### config.mk
export PLATFORM = sky130hd
export DESIGN_NAME = regfile_sb
export DESIGN_NICKNAME = d
export VERILOG_FILES = /design/src/rtl/regfile_sb_pkg.sv /design/src/rtl/regfile_sb_cnt.sv /design/src/rtl/regfile_sb.sv
export SDC_FILE = /design/constraint.sdc
export NUM_CORES = 2
export LEC_CHECK = 0
export BUFFER_PORTS_ARGS = -buffer_cell sky130_fd_sc_hd__buf_4
export CAP_MARGIN = 25
export CORE_ASPECT_RATIO = 1.2
export CORE_UTILIZATION = 55
export CTS_CLUSTER_DIAMETER = 200
export CTS_CLUSTER_SIZE = 10
export DETAILED_ROUTE_END_ITERATION = 8
export PLACE_DENSITY = 0.68
export SYNTH_ARGS = -nofsm -noshare
export SYNTH_HDL_FRONTEND = slang
export SYNTH_SLANG_ARGS = --single-unit
export TNS_END_PERCENT = 50
### constraint.sdc
create_clock -name clk -period 5.2 [get_ports clk]
set_input_delay 1.04 -clock clk [delete_from_list [all_inputs] [get_ports clk]]
set_output_delay 1.04 -clock clk [all_outputs]
set_load 0.02 [all_outputs]
### src/rtl/regfile_sb_pkg.sv
// rtl/regfile_sb_pkg.sv - shared widths and limits for the register file and its scoreboard
package regfile_sb_pkg;
    localparam int XLEN          = 32;
    localparam int REG_IDX_WIDTH = 5;
    localparam int NUM_REGS      = 32;
    localparam int SB_CNT_WIDTH  = 2;
endpackage

### src/rtl/regfile_sb_cnt.sv
// rtl/regfile_sb_cnt.sv - per-register saturating pending-write counter with flush clear
module sb_cnt
    import regfile_sb_pkg::*;
#(
    parameter int CNT_W = SB_CNT_WIDTH
) (
    input  logic             clk,
    input  logic             rst_n,
    input  logic             i_inc,
    input  logic             i_dec,
    input  logic             i_flush,
    output logic [CNT_W-1:0] o_cnt
);

    logic [CNT_W-1:0] r_cnt;

    // Saturate at both ends: an untracked WB write must not wrap to max.
    always_ff @(posedge clk or negedge rst_n) begin
        if (!rst_n) begin
            r_cnt <= '0;
        end else if (i_flush) begin
            r_cnt <= '0;
        end else if (i_inc && !i_dec && (r_cnt != '1)) begin
            r_cnt <= r_cnt + CNT_W'(1);
        end else if (i_dec && !i_inc && (r_cnt != '0)) begin
            r_cnt <= r_cnt - CNT_W'(1);
        end
    end

    assign o_cnt = r_cnt;

endmodule

### src/rtl/regfile_sb.sv
// rtl/regfile_sb.sv - integer register file with WB bypass and pending-write scoreboard
module regfile_sb
    import regfile_sb_pkg::*;
#(
    parameter int NUM_REGS = regfile_sb_pkg::NUM_REGS,
    parameter int CNT_W    = SB_CNT_WIDTH
) (
    input  logic                     clk,
    input  logic                     rst_n,
    input  logic                     id_rs1_ren_i,
    input  logic [REG_IDX_WIDTH-1:0] id_rs1_idx_i,
    input  logic                     id_rs2_ren_i,
    input  logic [REG_IDX_WIDTH-1:0] id_rs2_idx_i,
    output logic [XLEN-1:0]          id_rs1_rdata_o,
    output logic [XLEN-1:0]          id_rs2_rdata_o,
    input  logic                     id_issue_i,
    input  logic                     id_rd_en_i,
    input  logic [REG_IDX_WIDTH-1:0] id_rd_idx_i,
    output logic                     sb_stall_o,
    input  logic                     wb_rd_en_i,
    input  logic [REG_IDX_WIDTH-1:0] wb_rd_idx_i,
    input  logic [XLEN-1:0]          wb_rd_wdata_i,
    input  logic                     flush_i
);

    logic [XLEN-1:0]     r_regs [1:NUM_REGS-1];
    logic [CNT_W-1:0]    w_cnt  [NUM_REGS];
    logic [NUM_REGS-1:0] w_inc;
    logic [NUM_REGS-1:0] w_dec;
    logic [CNT_W-1:0]    w_eff_rs1;
    logic [CNT_W-1:0]    w_eff_rs2;
    logic [CNT_W-1:0]    w_eff_rd;

    assign w_cnt[0] = '0;
    assign w_inc[0] = 1'b0;
    assign w_dec[0] = 1'b0;

    for (genvar g = 1; g < NUM_REGS; g++) begin : g_cnt
        assign w_inc[g] = id_issue_i && id_rd_en_i && (id_rd_idx_i == REG_IDX_WIDTH'(g));
        assign w_dec[g] = wb_rd_en_i && (wb_rd_idx_i == REG_IDX_WIDTH'(g));

        sb_cnt #(.CNT_W(CNT_W)) u_cnt (
            .clk     (clk),
            .rst_n   (rst_n),
            .i_inc   (w_inc[g]),
            .i_dec   (w_dec[g]),
            .i_flush (flush_i),
            .o_cnt   (w_cnt[g])
        );
    end

    always_ff @(posedge clk or negedge rst_n) begin
        if (!rst_n) begin
            for (int i = 1; i < NUM_REGS; i++) begin
                r_regs[i] <= '0;
            end
        end else if (wb_rd_en_i && (wb_rd_idx_i != '0)) begin
            r_regs[wb_rd_idx_i] <= wb_rd_wdata_i;
        end
    end

    // The retiring WB write is bypassed, so it no longer counts as in flight.
    function automatic logic [CNT_W-1:0] eff_cnt(input logic [CNT_W-1:0] cnt, input logic dec);
        return (dec && (cnt != '0)) ? cnt - CNT_W'(1) : cnt;
    endfunction

    function automatic logic [XLEN-1:0] read_mux(input logic [REG_IDX_WIDTH-1:0] idx,
                                                 input logic [XLEN-1:0]          arr);
        if (idx == '0) begin
            return '0;
        end else if (wb_rd_en_i && (wb_rd_idx_i == idx)) begin
            return wb_rd_wdata_i;
        end
        return arr;
    endfunction

    always_comb begin
        id_rs1_rdata_o = read_mux(id_rs1_idx_i, r_regs[id_rs1_idx_i]);
        id_rs2_rdata_o = read_mux(id_rs2_idx_i, r_regs[id_rs2_idx_i]);
    end

    always_comb begin
        w_eff_rs1  = eff_cnt(w_cnt[id_rs1_idx_i], w_dec[id_rs1_idx_i]);
        w_eff_rs2  = eff_cnt(w_cnt[id_rs2_idx_i], w_dec[id_rs2_idx_i]);
        w_eff_rd   = eff_cnt(w_cnt[id_rd_idx_i],  w_dec[id_rd_idx_i]);
        sb_stall_o = (id_rs1_ren_i && (w_eff_rs1 != '0))
                   | (id_rs2_ren_i && (w_eff_rs2 != '0))
                   | (id_rd_en_i && (id_rd_idx_i != '0) && (w_eff_rd == '1));
    end

    a_no_issue_on_stall: assert property (@(posedge clk) disable iff (!rst_n)
        !(id_issue_i && sb_stall_o));

endmodule

==> run summary <==
total number of vias -> 40900
achievable clock frequency -> 207 MHz
# Post-CTS Setup Buffers -> 0
total grt overflow -> 0
area of the mapped netlist -> 59400 sq um
mean area per synthesized cell -> 13.4 sq um
clock buffer depth -> 3
worst slew margin relative to its limit -> 0.236
Layout Area Growth over Synthesis -> 10.4%
Seq/Total Area, Yosys -> 0.444
power share of the sequential group -> 0.459
maximum number of pins on one net before global-route repair -> 116
Die Height -> 362 microns
cts bufs inserted -> 115
global-route wire length before repair -> 279 mm
Setup Viol. Count Final -> 0
number of max-slew violations in the final report -> 0
clock network fraction of total power -> 0.306
summed negative setup slack over all endpoints -> 0 ns
required time at the worst-slack endpoint -> 4.16 ns
category of the worst setup path capture point -> output pin
classification of the worst-slack hold path -> primary input to async pin
I/O Buffers -> 124
sw frac -> 0.285
internal cell power -> 16900 uW
portion of synthesized cell area occupied by the leading cell type -> 0.444
Final Hold Vio Count -> 0
number of buffers inserted by hold repair at cts -> 0
setup repair after global routing missed its margin -> false
count of fill cells added during filler insertion -> 8039
synthesized net count -> 4505
standard-cell row count -> 131
footprint of the multi-input gates -> 31500 sq um
combinational share of power -> 0.235
commonest register cell after synthesis -> sky130_fd_sc_hd__dfrtp_1
Synth warnings -> 0
number of instances in the synthesized netlist -> 4442
crit path time final -> 4.84 ns
initial antenna violation count -> 6
area of all placed cells without fillers -> 65600 sq um
full die area -> 109000 sq um
share of cells above drive strength 1 -> 0.444
net count reported at finish -> 4461
actual slew at the worst max-slew pin -> 1.15 ns
Core Box Area -> 107000 sq um
DRC violation total after the first TritonRoute iteration -> 4520
post-CTS sizing -> 0
outcome -> complete, but fails checks
area taken by flip-flops and latches -> 26400 sq um
overall fraction of global-route tracks in use -> 0.351
static leakage -> 0.0287 uW
post-detailed-route count of antenna-violating nets -> 0
die outline width -> 302 microns
switching component of the power -> 6720 uW
maximum capacitance violations -> 0
RD Place Congestion -> 0.969
most area-hungry cell type in the Yosys netlist -> sky130_fd_sc_hd__dfrtp_1
Via density -> 7.05
number of enable-type register cells in the synthesized netlist -> 0
clock tree from TritonCTS -> done
Final Skew -> 0.0205 ns
maximum ir drop on the vdd rail -> 0.000319 V
part of the cycle the worst path needs -> 0.931
arrival time at the worst endpoint -> 3.80 ns
post-place instance area -> 62500 sq um
CTS sink cnt -> 1054
Clock Latency Late Sink -> 0.73 ns
flop and latch count out of synthesis -> 1054
top cells by area, synth -> sky130_fd_sc_hd__dfrtp_1 44%, sky130_fd_sc_hd__mux4_2 23%, sky130_fd_sc_hd__mux2_2 17%, sky130_fd_sc_hd__nand2_1 3.7%, sky130_fd_sc_hd__mux2i_1 2.1%
dominant cell by count in the synthesized netlist -> sky130_fd_sc_hd__dfrtp_1
Post-DP HPWL -> 108 mm
residual DRC count -> 14
highest fanout seen on the critical path -> 21
violations in the final reports -> DRC
average wire per standard cell -> 32.2 microns
fraction of synthesis flops using an asynchronous set or reset pin -> 1.00
distinct cell type count after synthesis -> 70
most instantiated cells after synthesis -> 1054 x sky130_fd_sc_hd__dfrtp_1, 876 x sky130_fd_sc_hd__mux2_2, 611 x sky130_fd_sc_hd__mux4_2, 579 x sky130_fd_sc_hd__nand2_1, 276 x sky130_fd_sc_hd__clkbuf_1
router iterations before antenna repair -> 9
count of cells along the worst register-to-register path -> 4
cell area power density -> 360 nW/um^2
number of top-level design ports -> 125
Root Buffer Master -> sky130_fd_sc_hd__clkbuf_16
clock slew seen by the registers of the worst setup and hold paths -> 0.06 ns
number of H-tree levels -> 3
total routed wirelength -> 187 mm
via count of the first global-routing pass -> 41500
type of element launching the critical path -> primary input
effective utilization at floorplan -> 0.556
worst setup path category -> primary input to output pin
layout make-up:
cell class,instances,share of cell area
multi-input combinational,2937,0.480
sequential,1054,0.402
clock buffer,116,0.0443
timing repair buffer,281,0.0439
tap,1396,0.0266
clock inverter,7,0.00223
inverter,9,0.000668
antenna,3,0.000115
path summary, 6_finish.rpt:
path	from	end	slack, ns
max	id_rd_idx_i[0]	sb_stall_o	0.36
min	rst_n	r_regs[855]	0.33
max reg2reg	g_cnt[22].u_cnt.o_cnt[1]	g_cnt[22].u_cnt.o_cnt[0]	3.92
min reg2reg	r_regs[555]	r_regs[555]	0.49
max in group asynchronous	rst_n	r_regs[682]	3.55
min in group clk	r_regs[555]	r_regs[555]	0.49
power by group through the flow:
| stage | Sequential [uW] | Combinational, uW | Clock (uW) |
|---|---|---|---|
| floorplan | 10500 | 4080 | 0 |
| global placement | 10800 | 5400 | 0 |
| detailed placement | 10900 | 5520 | 0 |
| CTS | 10800 | 5530 | 7300 |
| global route | 11000 | 5920 | 7600 |
| finish | 10800 | 5540 | 7220 |
logic make-up after synthesis:
logic type	synth area share
AND/OR/NAND/NOR	0.0685
flip-flops	0.444
XOR/XNOR	0.00177
AO/OA/AOI/OAI	0.0355
adder cells (fa/ha/maj)	0.000632
buffers and inverters	0.0306
multiplexers	0.419
critical path: stages:
cell and delay [ns]:
sky130_fd_sc_hd__buf_4 0.26, sky130_fd_sc_hd__mux4_2 0.54, sky130_fd_sc_hd__a22o_1 0.24, sky130_fd_sc_hd__a211oi_1 0.33, sky130_fd_sc_hd__a31o_2 0.19, sky130_fd_sc_hd__ha_1 0.17, sky130_fd_sc_hd__nor2_1 0.05, sky130_fd_sc_hd__o31ai_1 0.07
sky130_fd_sc_hd__a2111oi_0 0.11, sky130_fd_sc_hd__a22oi_1 0.26, sky130_fd_sc_hd__mux2i_1 0.24, sky130_fd_sc_hd__o211ai_1 0.12, sky130_fd_sc_hd__buf_4 0.17
flip-flops by register name, indices dropped and copies added (netlist names):
signal / count
r_regs: 992
g_cnt.u_cnt.o_cnt: 62
layout by cell type (no fill, tap or decap), drive strengths merged, types with 34 or more instances in the layout:
cell type,count
a21oi,178
nor2,235
nand2,579
buf,281
a22o,34
o21ai,46
mux2i,123
mux4,611
mux2,876
clkbuf,116
dfrtp,1054
per-layer routing:
| metal | vias up | GRT usage | wire, microns |
|---|---|---|---|
| met5 | - | 0 | 0 |
| met4 | 0 | 0.155 | 8600 |
| met3 | 464 | 0.0776 | 18100 |
| met2 | 2157 | 0.530 | 86400 |
| met1 | 21800 | 0.490 | 73800 |
| li1 | 16500 | - | - |
metrics by stage:
step | cells | hold slack (ns) | power (uW) | util | setup slack (ns)
3_5_place_dp | 5676 | 0.481 | 16400 | 0.585 | 0.368
2_1_floorplan | 4442 | 0.458 | 14600 | - | 0.630
4_1_cts | 5799 | 0.364 | 23600 | 0.614 | 0.363
6_report | 5803 | 0.332 | 23600 | 0.614 | 0.361
5_1_grt | 5803 | 0.393 | 24500 | 0.614 | 0.0661
3_3_place_gp | 5674 | 0.470 | 16200 | 0.585 | 0.366
(Power assumes the default switching activity.)
